`src/rtl/ddr3_pg_ring_ctrl_pkg.sv`:
```
// Shared definitions for the DDR3 page ring controller.
//   - FSM state encoding (IDLE -> REQ -> REL -> DONE -> IDLE)
//   - page operation codes driven on pg_optype
//   - page index / address / fill counter widths
//   - ring_next(): ring pointer advance with wrap
package ddr3_pg_ring_ctrl_pkg;

  localparam int PAGE_IDX_W = 17;
  localparam int ADDR_W     = 28;
  localparam int FILL_W     = PAGE_IDX_W + 1;

  localparam logic [1:0] ST_IDLE = 2'd0;
  localparam logic [1:0] ST_REQ  = 2'd1;
  localparam logic [1:0] ST_REL  = 2'd2;
  localparam logic [1:0] ST_DONE = 2'd3;

  localparam logic PG_OP_WR = 1'b1;
  localparam logic PG_OP_RD = 1'b0;

  // Advance a ring pointer, wrapping from the last page back to the first.
  function automatic logic [PAGE_IDX_W-1:0] ring_next(
    input logic [PAGE_IDX_W-1:0] ptr,
    input logic [PAGE_IDX_W-1:0] first,
    input logic [PAGE_IDX_W-1:0] last
  );
    return (ptr == last) ? first : ptr + 1'b1;
  endfunction

endpackage

```
`src/rtl/ddr3_pg_ring_ctrl_if.sv`:
```
// Page handshake bundle between the ring controller, the DPRAM
// producer/consumer and the page transfer stage.
//   wr_pg_valid/wr_pg_ready : producer offers a full DPRAM page to store
//   rd_pg_valid/rd_pg_ready : consumer asks for the oldest stored page
//   pg_req/pg_optype/pg_req_addr : 4-phase page request to the transfer stage
//   pg_ack                  : transfer-stage acknowledge (asynchronous)
//   wr_done/rd_done         : one-cycle completion pulses
// master = controller view, slave = the surrounding blocks' view.
interface ddr3_pg_ring_ctrl_if;
  import ddr3_pg_ring_ctrl_pkg::*;

  logic              wr_pg_valid;
  logic              wr_pg_ready;
  logic              rd_pg_valid;
  logic              rd_pg_ready;
  logic              pg_req;
  logic              pg_optype;
  logic [ADDR_W-1:0] pg_req_addr;
  logic              pg_ack;
  logic              wr_done;
  logic              rd_done;

  modport master (
    input  wr_pg_valid, rd_pg_valid, pg_ack,
    output wr_pg_ready, rd_pg_ready, pg_req, pg_optype, pg_req_addr,
           wr_done, rd_done
  );

  modport slave (
    output wr_pg_valid, rd_pg_valid, pg_ack,
    input  wr_pg_ready, rd_pg_ready, pg_req, pg_optype, pg_req_addr,
           wr_done, rd_done
  );
endinterface

```
`src/rtl/ddr3_pg_ring_ctrl_sync.sv`:
```
// Two-flop synchronizer cell for a single-bit asynchronous level.
//   clk : destination clock
//   rst : synchronous active-high reset, clears both stages
//   d   : asynchronous input
//   q   : synchronized output (two clk cycles of latency)
module ddr3_pg_ring_ctrl_sync (
  input  logic clk,
  input  logic rst,
  input  logic d,
  output logic q
);

  logic [1:0] stage_reg;

  always_ff @(posedge clk) begin
    if (rst) stage_reg <= 2'b00;
    else     stage_reg <= {stage_reg[0], d};
  end

  assign q = stage_reg[1];

endmodule

```
`src/rtl/ddr3_pg_ring_ctrl.sv`:
```
// DDR3 page ring controller: stores full DPRAM pages into a ring of DDR3
// pages and fetches them back oldest-first, one page operation at a time,
// through a 4-phase req/ack handshake with the transfer stage.
//   clk, rst   : block clock, synchronous active-high reset
//   calib_done : DDR3 calibration complete (asynchronous, synchronized here)
//   flush      : level request to empty the ring (honoured only in IDLE)
//   bus        : page handshake bundle (master side)
//   fill_cnt   : number of stored pages; full / empty derived from it
module ddr3_pg_ring_ctrl
  import ddr3_pg_ring_ctrl_pkg::*;
#(
  parameter int                    PG_LSB     = 11,
  parameter logic [PAGE_IDX_W-1:0] RING_FIRST = 17'd0,
  parameter logic [PAGE_IDX_W-1:0] RING_LAST  = 17'd131071
) (
  input  logic                clk,
  input  logic                rst,
  input  logic                calib_done,
  input  logic                flush,
  ddr3_pg_ring_ctrl_if.master bus,
  output logic [FILL_W-1:0]   fill_cnt,
  output logic                full,
  output logic                empty
);

  localparam logic [FILL_W-1:0] RING_SIZE =
    FILL_W'(RING_LAST) - FILL_W'(RING_FIRST) + 1'b1;

  logic [1:0]            state_reg;
  logic [PAGE_IDX_W-1:0] wr_ptr_reg;
  logic [PAGE_IDX_W-1:0] rd_ptr_reg;
  logic [FILL_W-1:0]     fill_reg;
  logic                  req_reg;
  logic                  op_reg;
  logic [ADDR_W-1:0]     addr_reg;
  logic                  wr_done_reg;
  logic                  rd_done_reg;

  logic [1:0] sync_d;
  logic [1:0] sync_q;
  logic       ack_s;
  logic       cal_s;
  logic       in_idle;
  logic       wr_ready;
  logic       rd_ready;
  logic       wr_fire;
  logic       rd_fire;

  // Bit 0: transfer-stage acknowledge, bit 1: calibration status.
  assign sync_d = {calib_done, bus.pg_ack};

  generate
    for (genvar gi = 0; gi < 2; gi++) begin : g_sync
      ddr3_pg_ring_ctrl_sync u_sync (
        .clk (clk),
        .rst (rst),
        .d   (sync_d[gi]),
        .q   (sync_q[gi])
      );
    end
  endgenerate

  assign ack_s = sync_q[0];
  assign cal_s = sync_q[1];

  assign full  = (fill_reg == RING_SIZE);
  assign empty = (fill_reg == '0);

  // Ready only in IDLE; a write offered in the same cycle masks the read so
  // the read simply stays pending until the write has completed.
  assign in_idle  = (state_reg == ST_IDLE);
  assign wr_ready = in_idle & cal_s & ~full & ~flush;
  assign rd_ready = in_idle & cal_s & ~empty & ~flush & ~(bus.wr_pg_valid & wr_ready);
  assign wr_fire  = bus.wr_pg_valid & wr_ready;
  assign rd_fire  = bus.rd_pg_valid & rd_ready;

  always_ff @(posedge clk) begin
    if (rst) begin
      state_reg   <= ST_IDLE;
      wr_ptr_reg  <= RING_FIRST;
      rd_ptr_reg  <= RING_FIRST;
      fill_reg    <= '0;
      req_reg     <= 1'b0;
      op_reg      <= PG_OP_RD;
      addr_reg    <= '0;
      wr_done_reg <= 1'b0;
      rd_done_reg <= 1'b0;
    end else begin
      wr_done_reg <= 1'b0;
      rd_done_reg <= 1'b0;
      case (state_reg)
        ST_IDLE: begin
          // Ready is low while flush is high, so no acceptance can collide.
          if (flush) begin
            wr_ptr_reg <= RING_FIRST;
            rd_ptr_reg <= RING_FIRST;
            fill_reg   <= '0;
          end else if (wr_fire) begin
            state_reg <= ST_REQ;
            req_reg   <= 1'b1;
            op_reg    <= PG_OP_WR;
            addr_reg  <= ADDR_W'(wr_ptr_reg) << PG_LSB;
          end else if (rd_fire) begin
            state_reg <= ST_REQ;
            req_reg   <= 1'b1;
            op_reg    <= PG_OP_RD;
            addr_reg  <= ADDR_W'(rd_ptr_reg) << PG_LSB;
          end
        end
        ST_REQ: begin
          if (ack_s) begin
            req_reg   <= 1'b0;
            state_reg <= ST_REL;
          end
        end
        ST_REL: begin
          // Done pulses are registered here so they coincide with DONE.
          if (!ack_s) begin
            state_reg   <= ST_DONE;
            wr_done_reg <= (op_reg == PG_OP_WR);
            rd_done_reg <= (op_reg == PG_OP_RD);
          end
        end
        ST_DONE: begin
          if (op_reg == PG_OP_WR) begin
            wr_ptr_reg <= ring_next(wr_ptr_reg, RING_FIRST, RING_LAST);
            fill_reg   <= fill_reg + 1'b1;
          end else begin
            rd_ptr_reg <= ring_next(rd_ptr_reg, RING_FIRST, RING_LAST);
            fill_reg   <= fill_reg - 1'b1;
          end
          state_reg <= ST_IDLE;
        end
        default: state_reg <= ST_IDLE;
      endcase
    end
  end

  assign bus.wr_pg_ready = wr_ready;
  assign bus.rd_pg_ready = rd_ready;
  assign bus.pg_req      = req_reg;
  assign bus.pg_optype   = op_reg;
  assign bus.pg_req_addr = addr_reg;
  assign bus.wr_done     = wr_done_reg;
  assign bus.rd_done     = rd_done_reg;
  assign fill_cnt        = fill_reg;

endmodule

```
`src/flat_wrapper.sv`:
```
// flat-port wrapper written by rule: the top's interface ports become plain ports
module ddr3_pg_ring_ctrl_flat import ddr3_pg_ring_ctrl_pkg::*;
#(
  parameter int                    PG_LSB     = 11,
  parameter logic [PAGE_IDX_W-1:0] RING_FIRST = 17'd0,
  parameter logic [PAGE_IDX_W-1:0] RING_LAST  = 17'd131071
)
  (clk, rst, calib_done, flush, fill_cnt, full, empty, bus_wr_pg_valid, bus_rd_pg_valid, bus_pg_ack, bus_wr_pg_ready, bus_rd_pg_ready, bus_pg_req, bus_pg_optype, bus_pg_req_addr, bus_wr_done, bus_rd_done);
  ddr3_pg_ring_ctrl_if bus_i ();
  input  logic clk;
  input  logic rst;
  input  logic calib_done;
  input  logic flush;
  output logic [FILL_W-1:0] fill_cnt;
  output logic full;
  output logic empty;
  input wire logic [$bits(bus_i.wr_pg_valid)-1:0] bus_wr_pg_valid;
  input wire logic [$bits(bus_i.rd_pg_valid)-1:0] bus_rd_pg_valid;
  input wire logic [$bits(bus_i.pg_ack)-1:0] bus_pg_ack;
  output wire logic [$bits(bus_i.wr_pg_ready)-1:0] bus_wr_pg_ready;
  output wire logic [$bits(bus_i.rd_pg_ready)-1:0] bus_rd_pg_ready;
  output wire logic [$bits(bus_i.pg_req)-1:0] bus_pg_req;
  output wire logic [$bits(bus_i.pg_optype)-1:0] bus_pg_optype;
  output wire logic [$bits(bus_i.pg_req_addr)-1:0] bus_pg_req_addr;
  output wire logic [$bits(bus_i.wr_done)-1:0] bus_wr_done;
  output wire logic [$bits(bus_i.rd_done)-1:0] bus_rd_done;
  assign bus_i.wr_pg_valid = bus_wr_pg_valid;
  assign bus_i.rd_pg_valid = bus_rd_pg_valid;
  assign bus_i.pg_ack = bus_pg_ack;
  assign bus_wr_pg_ready = bus_i.wr_pg_ready;
  assign bus_rd_pg_ready = bus_i.rd_pg_ready;
  assign bus_pg_req = bus_i.pg_req;
  assign bus_pg_optype = bus_i.pg_optype;
  assign bus_pg_req_addr = bus_i.pg_req_addr;
  assign bus_wr_done = bus_i.wr_done;
  assign bus_rd_done = bus_i.rd_done;
  ddr3_pg_ring_ctrl #(.PG_LSB(PG_LSB), .RING_FIRST(RING_FIRST), .RING_LAST(RING_LAST)) u_core (.clk(clk), .rst(rst), .calib_done(calib_done), .flush(flush), .bus(bus_i), .fill_cnt(fill_cnt), .full(full), .empty(empty));
endmodule
```
`config.mk`:
```
export PLATFORM = sky130hd
export DESIGN_NAME = ddr3_pg_ring_ctrl_flat
export DESIGN_NICKNAME = d
export VERILOG_FILES = /design/src/rtl/ddr3_pg_ring_ctrl_pkg.sv /design/src/rtl/ddr3_pg_ring_ctrl_if.sv /design/src/rtl/ddr3_pg_ring_ctrl_sync.sv /design/src/rtl/ddr3_pg_ring_ctrl.sv /design/src/flat_wrapper.sv
export SDC_FILE = /design/constraint.sdc
export NUM_CORES = 1
export LEC_CHECK = 0
export CORE_MARGIN = 3
export CORE_UTILIZATION = 55
export DETAILED_ROUTE_END_ITERATION = 12
export GPL_TIMING_DRIVEN = 1
export PLACE_DENSITY = 0.89
export SLEW_MARGIN = 5
export SYNTH_ARGS = -nofsm -noshare
export SYNTH_HDL_FRONTEND = slang
export SYNTH_SLANG_ARGS = --single-unit
```
`constraint.sdc`:
```
create_clock -name clk -period 3.2 [get_ports clk]
set_input_delay 0.32 -clock clk [delete_from_list [all_inputs] [get_ports clk]]
set_output_delay 0.32 -clock clk [all_outputs]
set_load 0.01 [all_outputs]
```
==> impl_metrics.ini, run 1 <==
[route]
wl_um = 9960
ant_nets = 0
drc = 0
wl_per_cell_um = 15.6
drtIter0Drc = 216
via_per_inst = 5.82
dr.pass1.iters = 4
vias = 3712

[yosys]
synth-seq-area-share_pct = 37.0
yosysWarnings = 0
syn_avg_cell_area_um2 = 8.77
synthFlopType = dfxtp_1
syn-cell-area_um2 = 4280
synth_async_sr_flop_share_pct = 0
netlist_instances = 488
synth-edff-count = 0
yosysUniqueCellTypes = 60
ys_ff_latch = 79

[cts]
clockBufferDepth = 2
post_cts_buffers = 0
root_buffer = clkbuf_8
clock_sink_count = 79
cts_tree = done
clk-insertion-delay-late_ns = 0.36
cts_buffers = 9
h-tree-depth = 3
clk_pin_slew_ns = 0.08

[run]
cap_violations = 0

[floorplanning]
num_io_pins = 61
dieArea_um2 = 8870
dieHeight_um = 94.2
die_w_um = 94.2
start_util_pct = 57.8
core_um2 = 7410
fp-row-count = 31

[place]
port_buffers = 49
dp_hpwl_um = 7260
place.gp.congestion = 0.952

[critical_path]
regToRegEndpoint = u_core.fill_cnt[16]$_SDFFE_PP0P_
critPathRequiredTime_ns = 2.88
crit_path_start = u_core.fill_cnt[0]$_SDFFE_PP0P_
slowest_stage = clkdlybuf4s50_1
crit_path_max_fanout = 6
crit_path_frequent_cell = nor4_1
crit_buf_inv = 1
crit_cells = 7
path_delay_family = simple AND/OR/NAND/NOR gates
critical_path_class = reg -> out
r2r_start = u_core.bus.pg_optype$_SDFFE_PP0P_
rrSetupSlack_ns = 0.31
cp_data_arrival_time_ns = 2.63
crit_chain = nor4_1 > nand4_1 > nor4_1 > and2_1 > nor2_4 > nor3_1 > clkdlybuf4s50_1
reg2regPathDepth = 10
critPathMaxStageDelay_ns = 0.57
endpoint = bus_rd_pg_ready
end_kind = output port
worstSetupStartpointType = flop

[sta]
fmax_ghz = 0.339
slew_viol_final = 0
hold_viol_final = 0
rsz0062_at_grt = no
maxSlewHeadroom_pct = 49.4
finalCritPeriodShare_pct = 92.1
finalSetupViolCount = 0
fin_skew_ns = 0.0101
min_period_ns = 2.95
tns_ns = 0
worstMarginPinSlew_ns = 0.757

[status]
outcome = complete, no violations

[worst_hold_path]
min_path_type = reg -> reg

[global_route]
track_usage_pct = 23.3
grt-ovfl-total = 0
grt_max_degree = 36
grt_antenna_before_repair = 0
grt_pass1_vias = 3502
grt_pass1_wl_um = 16400

[pwr]
power.density_nw_per_um2 = 469
p_leak_nw = 1.87
ir_drop_v = 0.000230

[cells_and_area]
multi_input_area_um2 = 2530
final_util_pct = 67.8
fill_cells = 583
drive_above_1_share_pct = 6.12
syn2layout_area_growth_pct = 17.3
nets = 567
layout_common_cells = dfxtp_1, nor2_1, clkdlybuf4s50_1
seq_area_um2 = 1580
largest_reg_flops = 18
antenna_cells = 0
final_common_cell = dfxtp_1
cell type report:
| cell class | instances | area share (%) |
|---|---|---|
| Sequential cell | 79 | 31.5 |
| Clock inverter | 6 | 1.20 |
| Inverter | 9 | 0.673 |
| Multi-Input combinational cell | 378 | 50.4 |
| Timing Repair Buffer | 57 | 11.0 |
| Tap cell | 99 | 2.47 |
| Clock buffer | 10 | 2.74 |
worst min path at each step:
stage                                                          startpoint                                               to  slack [ns]  depth (start not counted)
after detailed placement  u_core.g_sync[1].u_sync.stage_reg[0]$_SDFF_PP0_  u_core.g_sync[1].u_sync.stage_reg[1]$_SDFF_PP0_        0.43                          1
after global routing      u_core.g_sync[1].u_sync.stage_reg[0]$_SDFF_PP0_  u_core.g_sync[1].u_sync.stage_reg[1]$_SDFF_PP0_        0.48                          1
after global placement    u_core.g_sync[0].u_sync.stage_reg[0]$_SDFF_PP0_  u_core.g_sync[0].u_sync.stage_reg[1]$_SDFF_PP0_        0.43                          1
after CTS                 u_core.g_sync[1].u_sync.stage_reg[0]$_SDFF_PP0_  u_core.g_sync[1].u_sync.stage_reg[1]$_SDFF_PP0_        0.47                          1
final                     u_core.g_sync[0].u_sync.stage_reg[0]$_SDFF_PP0_  u_core.g_sync[0].u_sync.stage_reg[1]$_SDFF_PP0_        0.46                          1
after floorplan           u_core.g_sync[0].u_sync.stage_reg[0]$_SDFF_PP0_  u_core.g_sync[0].u_sync.stage_reg[1]$_SDFF_PP0_        0.41                          1
through the flow:
stage | worst slack, ns | power, W | std cells | hold WS (ns) | instance area [µm²]
6_report | 0.251 | 0.00235 | 638 | 0.465 | 5020
5_1_grt | 0.0718 | 0.00247 | 638 | 0.478 | 5020
4_1_cts | 0.172 | 0.00236 | 638 | 0.466 | 5010
3_5_place_dp | 0.360 | 0.00162 | 622 | 0.434 | 4820
3_3_place_gp | 0.484 | 0.00160 | 622 | 0.430 | 4820
2_1_floorplan | 0.473 | 0.00147 | 498 | 0.414 | 4320
metal layers:
| layer | vias to the layer above | part of all wire (%) | global-route usage [%] |
|---|---|---|---|
| met5 | - | 0 | 0 |
| met1 | 1767 | 45 | 30.3 |
| met2 | 99 | 48 | 38.4 |
| met3 | 13 | 5.9 | 6.25 |
| li1 | 1833 | - | - |
| met4 | 0 | 1.3 | 5.66 |
report_power, final:
group	leakage, nW	switching (W)	internal, W
Sequential	0.638	0.0000395	0.00102
Combinational	1.13	0.000324	0.000227
Clock	0.0981	0.000369	0.000377
Total	1.87	0.000732	0.00162
cells in the mapped netlist, drive strengths merged, types with 12 or more instances:
master   n  share of area [%]
ha      25                7.3
a21oi   28                3.3
nor2b   13                2.1
buf     18                2.8
a21o    12                2.3
clkbuf  14                1.3
nor2    72                6.5
mux2i   19                4.4
o21ai   16                1.9
nand2   21                1.8
dfxtp   79                 37
a211oi  21                3.7
xnor2   16                3.3
nand3   13                1.5
xor2    18                3.7
kinds of logic (layout without fill, tap and decap cells):
group | after synthesis | count (layout) | share of synthesized area [%]
DFF | 79 | 79 | 37.0
xor gates and xnor gates | 34 | 34 | 6.96
AOI/OAI and AO/OA | 114 | 114 | 18.2
buffers and inverters | 41 | 82 | 4.88
other | 1 | 11 | 0.0876
adders and majority gates | 26 | 26 | 7.78
muxes | 19 | 19 | 4.44
and+or+nand+nor | 174 | 174 | 20.6
what timing repair did:
item | in CTS | in global routing
gates resized for setup | 0 | 1
setup endpoints to repair | 0 | 1
hold buffers | 0 | 0
Note: power is estimated with default switching activity, not from simulation.
==> inputs of run 2 (changes only) <==
DONT_BUFFER_PORTS = 1   (was not set)
PLACE_DENSITY = 0.79   (was 0.89)
==> run 2 against run 1 <==
Critical path depth down 1. Highest routed layer unchanged. Cell area down 9.7%. Routed wire length is 7.8% lower. Cell count decreased by 7.8%. Largest power group unchanged.
==> impl_metrics.ini, run 2 (synthesized netlist as in run 1, its figures left out) <==
[cells_and_area]
layout_common_cells = dfxtp_1, nor2_1, a21oi_1
fin_area_um2 = 4530
antenna_cells = 0
syn2layout_area_growth_pct = 5.91
largest_reg_flops = 18
fill_cells = 639
final_common_cell = dfxtp_1
nets = 517
drive_above_1_share_pct = 6.13

[cts]
cts_buffers = 9
h-tree-depth = 3
clk-insertion-delay-late_ns = 0.36
clk_pin_slew_ns = 0.09
root_buffer = clkbuf_8
clockBufferDepth = 2
cts_tree = done
clock_sink_count = 79

[place]
dp_hpwl_um = 6570
port_buffers = 0
place_area_um2 = 4310
place.gp.congestion = 0.884

[critical_path]
regToRegEndpoint = u_core.fill_cnt[16]$_SDFFE_PP0P_
slowest_stage = nor4_1
critical_path_class = reg -> out
end_kind = output port
reg2regPathDepth = 10
crit_buf_inv = 0
worstSetupStartpointType = flop
rrSetupSlack_ns = 0.58
r2r_start = u_core.bus.pg_optype$_SDFFE_PP0P_
cp_data_arrival_time_ns = 2.63
critPathRequiredTime_ns = 2.88
critPathMaxStageDelay_ns = 0.43
crit_path_frequent_cell = nor4_1
crit_chain = nor4_1 > nand4_1 > nor4_1 > and2_1 > nor2_4 > nor3_1
path_delay_family = simple AND/OR/NAND/NOR gates
crit_path_max_fanout = 19

[global_route]
track_usage_pct = 21.5
grt-ovfl-total = 0
grt_max_degree = 50
grt_pass1_vias = 3252
grt_antenna_before_repair = 0
grt_pass1_wl_um = 15200

[pwr]
pwr-share-seq_pct = 46.2
switching_power_w = 0.000727
sw_frac_of_total_pct = 31.6
power.density_nw_per_um2 = 508
ir_drop_v = 0.000318
comb_power_share_pct = 20.8
p_leak_nw = 1.69
internal-power_w = 0.00158
pwr-share-clk_pct = 33.0

[sta]
rsz0062_at_grt = no
finalCritPeriodShare_pct = 92.2
fmax_ghz = 0.339
min_period_ns = 2.95
fin_skew_ns = 0.0149
finalSetupViolCount = 0
worstMarginPinSlew_ns = 0.866
tns_ns = 0
slew_viol_final = 0
hold_viol_final = 0
maxSlewHeadroom_pct = 42.3

[floorplanning]
start_util_pct = 57.8
core_um2 = 7410
die_w_um = 94.2
dieArea_um2 = 8870
num_io_pins = 61
dieHeight_um = 94.2
fp-row-count = 31

[worst_hold_path]
hold_depth = 1
holdCritStartpoint = rst
min_path_type = in -> reg
worstHoldEndpoint = u_core.bus.pg_req_addr[20]$_SDFFE_PP0P_

[route]
ant_nets = 0
drtIter0Drc = 245
vias = 3462
wl_um = 9190
via_per_inst = 5.89
drc = 0
wl_per_cell_um = 15.6
dr.pass1.iters = 4

[status]
outcome = complete, no violations

[run]
cap_violations = 0
[run 2: changes by cell type in the layout (fill, tap and decap cells not counted), moves of 2 or more]
cell	change
buf_4	-2
inv_6	+2
clkdlybuf4s50_1	-49
clkinv_2	-2
[run 2: layout make-up]
type                            instances  area [µm²]  share of cell area, %
Clock buffer                            9         124                   2.73
Clock inverter                          7        80.1                   1.77
Inverter                                9        33.8                  0.745
Multi-Input combinational cell        378        2530                   55.9
Sequential cell                        79        1580                   34.9
Tap cell                               99         124                   2.73
Timing Repair Buffer                    7        55.1                   1.21
[run 2: per-layer routing]
| layer | share of wire [%] | vias up | wire (µm) | global-route usage [%] |
|---|---|---|---|---|
| met4 | 0.99 | 0 | 91 | 7.10 |
| li1 | - | 1727 | - | - |
| met1 | 48 | 1631 | 4380 | 28.9 |
| met3 | 6.2 | 9 | 567 | 5.85 |
| met5 | 0 | - | 0 | 0 |
| met2 | 45 | 95 | 4150 | 33.2 |
[run 2: metrics by stage]
stage | total power (W) | std cells | setup slack (ns) | util (%) | hold slack, ns
after floorplan | 0.00147 | 498 | 0.473 | - | 0.414
after global placement | 0.00154 | 571 | 0.592 | 58.2 | 0.397
after detailed placement | 0.00156 | 571 | 0.418 | 58.2 | 0.398
after CTS | 0.00231 | 587 | 0.282 | 60.9 | 0.00505
after global routing | 0.00242 | 588 | 0.0180 | 61.2 | 0.00495
final | 0.00230 | 588 | 0.249 | 61.2 | 0.0247
[run 2: what timing repair did]
item / CTS / global route
buffers inserted: 0 / 0
resized for setup: 0 / 0
endpoints found under the hold margin: 0 / 6
endpoints found under the setup margin: 0 / 0
hold buffers: 0 / 1
[run 2: worst max path at each step]
stage,from,endpoint,depth (start not counted)
6_report,u_core.fill_cnt[0]$_SDFFE_PP0P_,bus_rd_pg_ready,6
5_1_grt,u_core.fill_cnt[0]$_SDFFE_PP0P_,bus_rd_pg_ready,6
4_1_cts,u_core.fill_cnt[0]$_SDFFE_PP0P_,bus_rd_pg_ready,6
3_5_place_dp,u_core.state_reg[0]$_SDFFE_PP0P_,u_core.bus.pg_req_addr[22]$_SDFFE_PP0P_,7
3_3_place_gp,u_core.state_reg[0]$_SDFFE_PP0P_,u_core.bus.pg_req$_SDFFE_PP0P_,7
2_1_floorplan,u_core.bus.pg_optype$_SDFFE_PP0P_,u_core.fill_cnt[16]$_SDFFE_PP0P_,10
[run 2: power groups by stage]
stage / combinational [W] / clock [W] / sequential, W
floorplan: 0.000393 / 0 / 0.00108
global placement: 0.000457 / 0 / 0.00109
detailed placement: 0.000471 / 0 / 0.00109
CTS: 0.000472 / 0.000775 / 0.00106
global route: 0.000536 / 0.000817 / 0.00107
finish: 0.000478 / 0.000760 / 0.00106
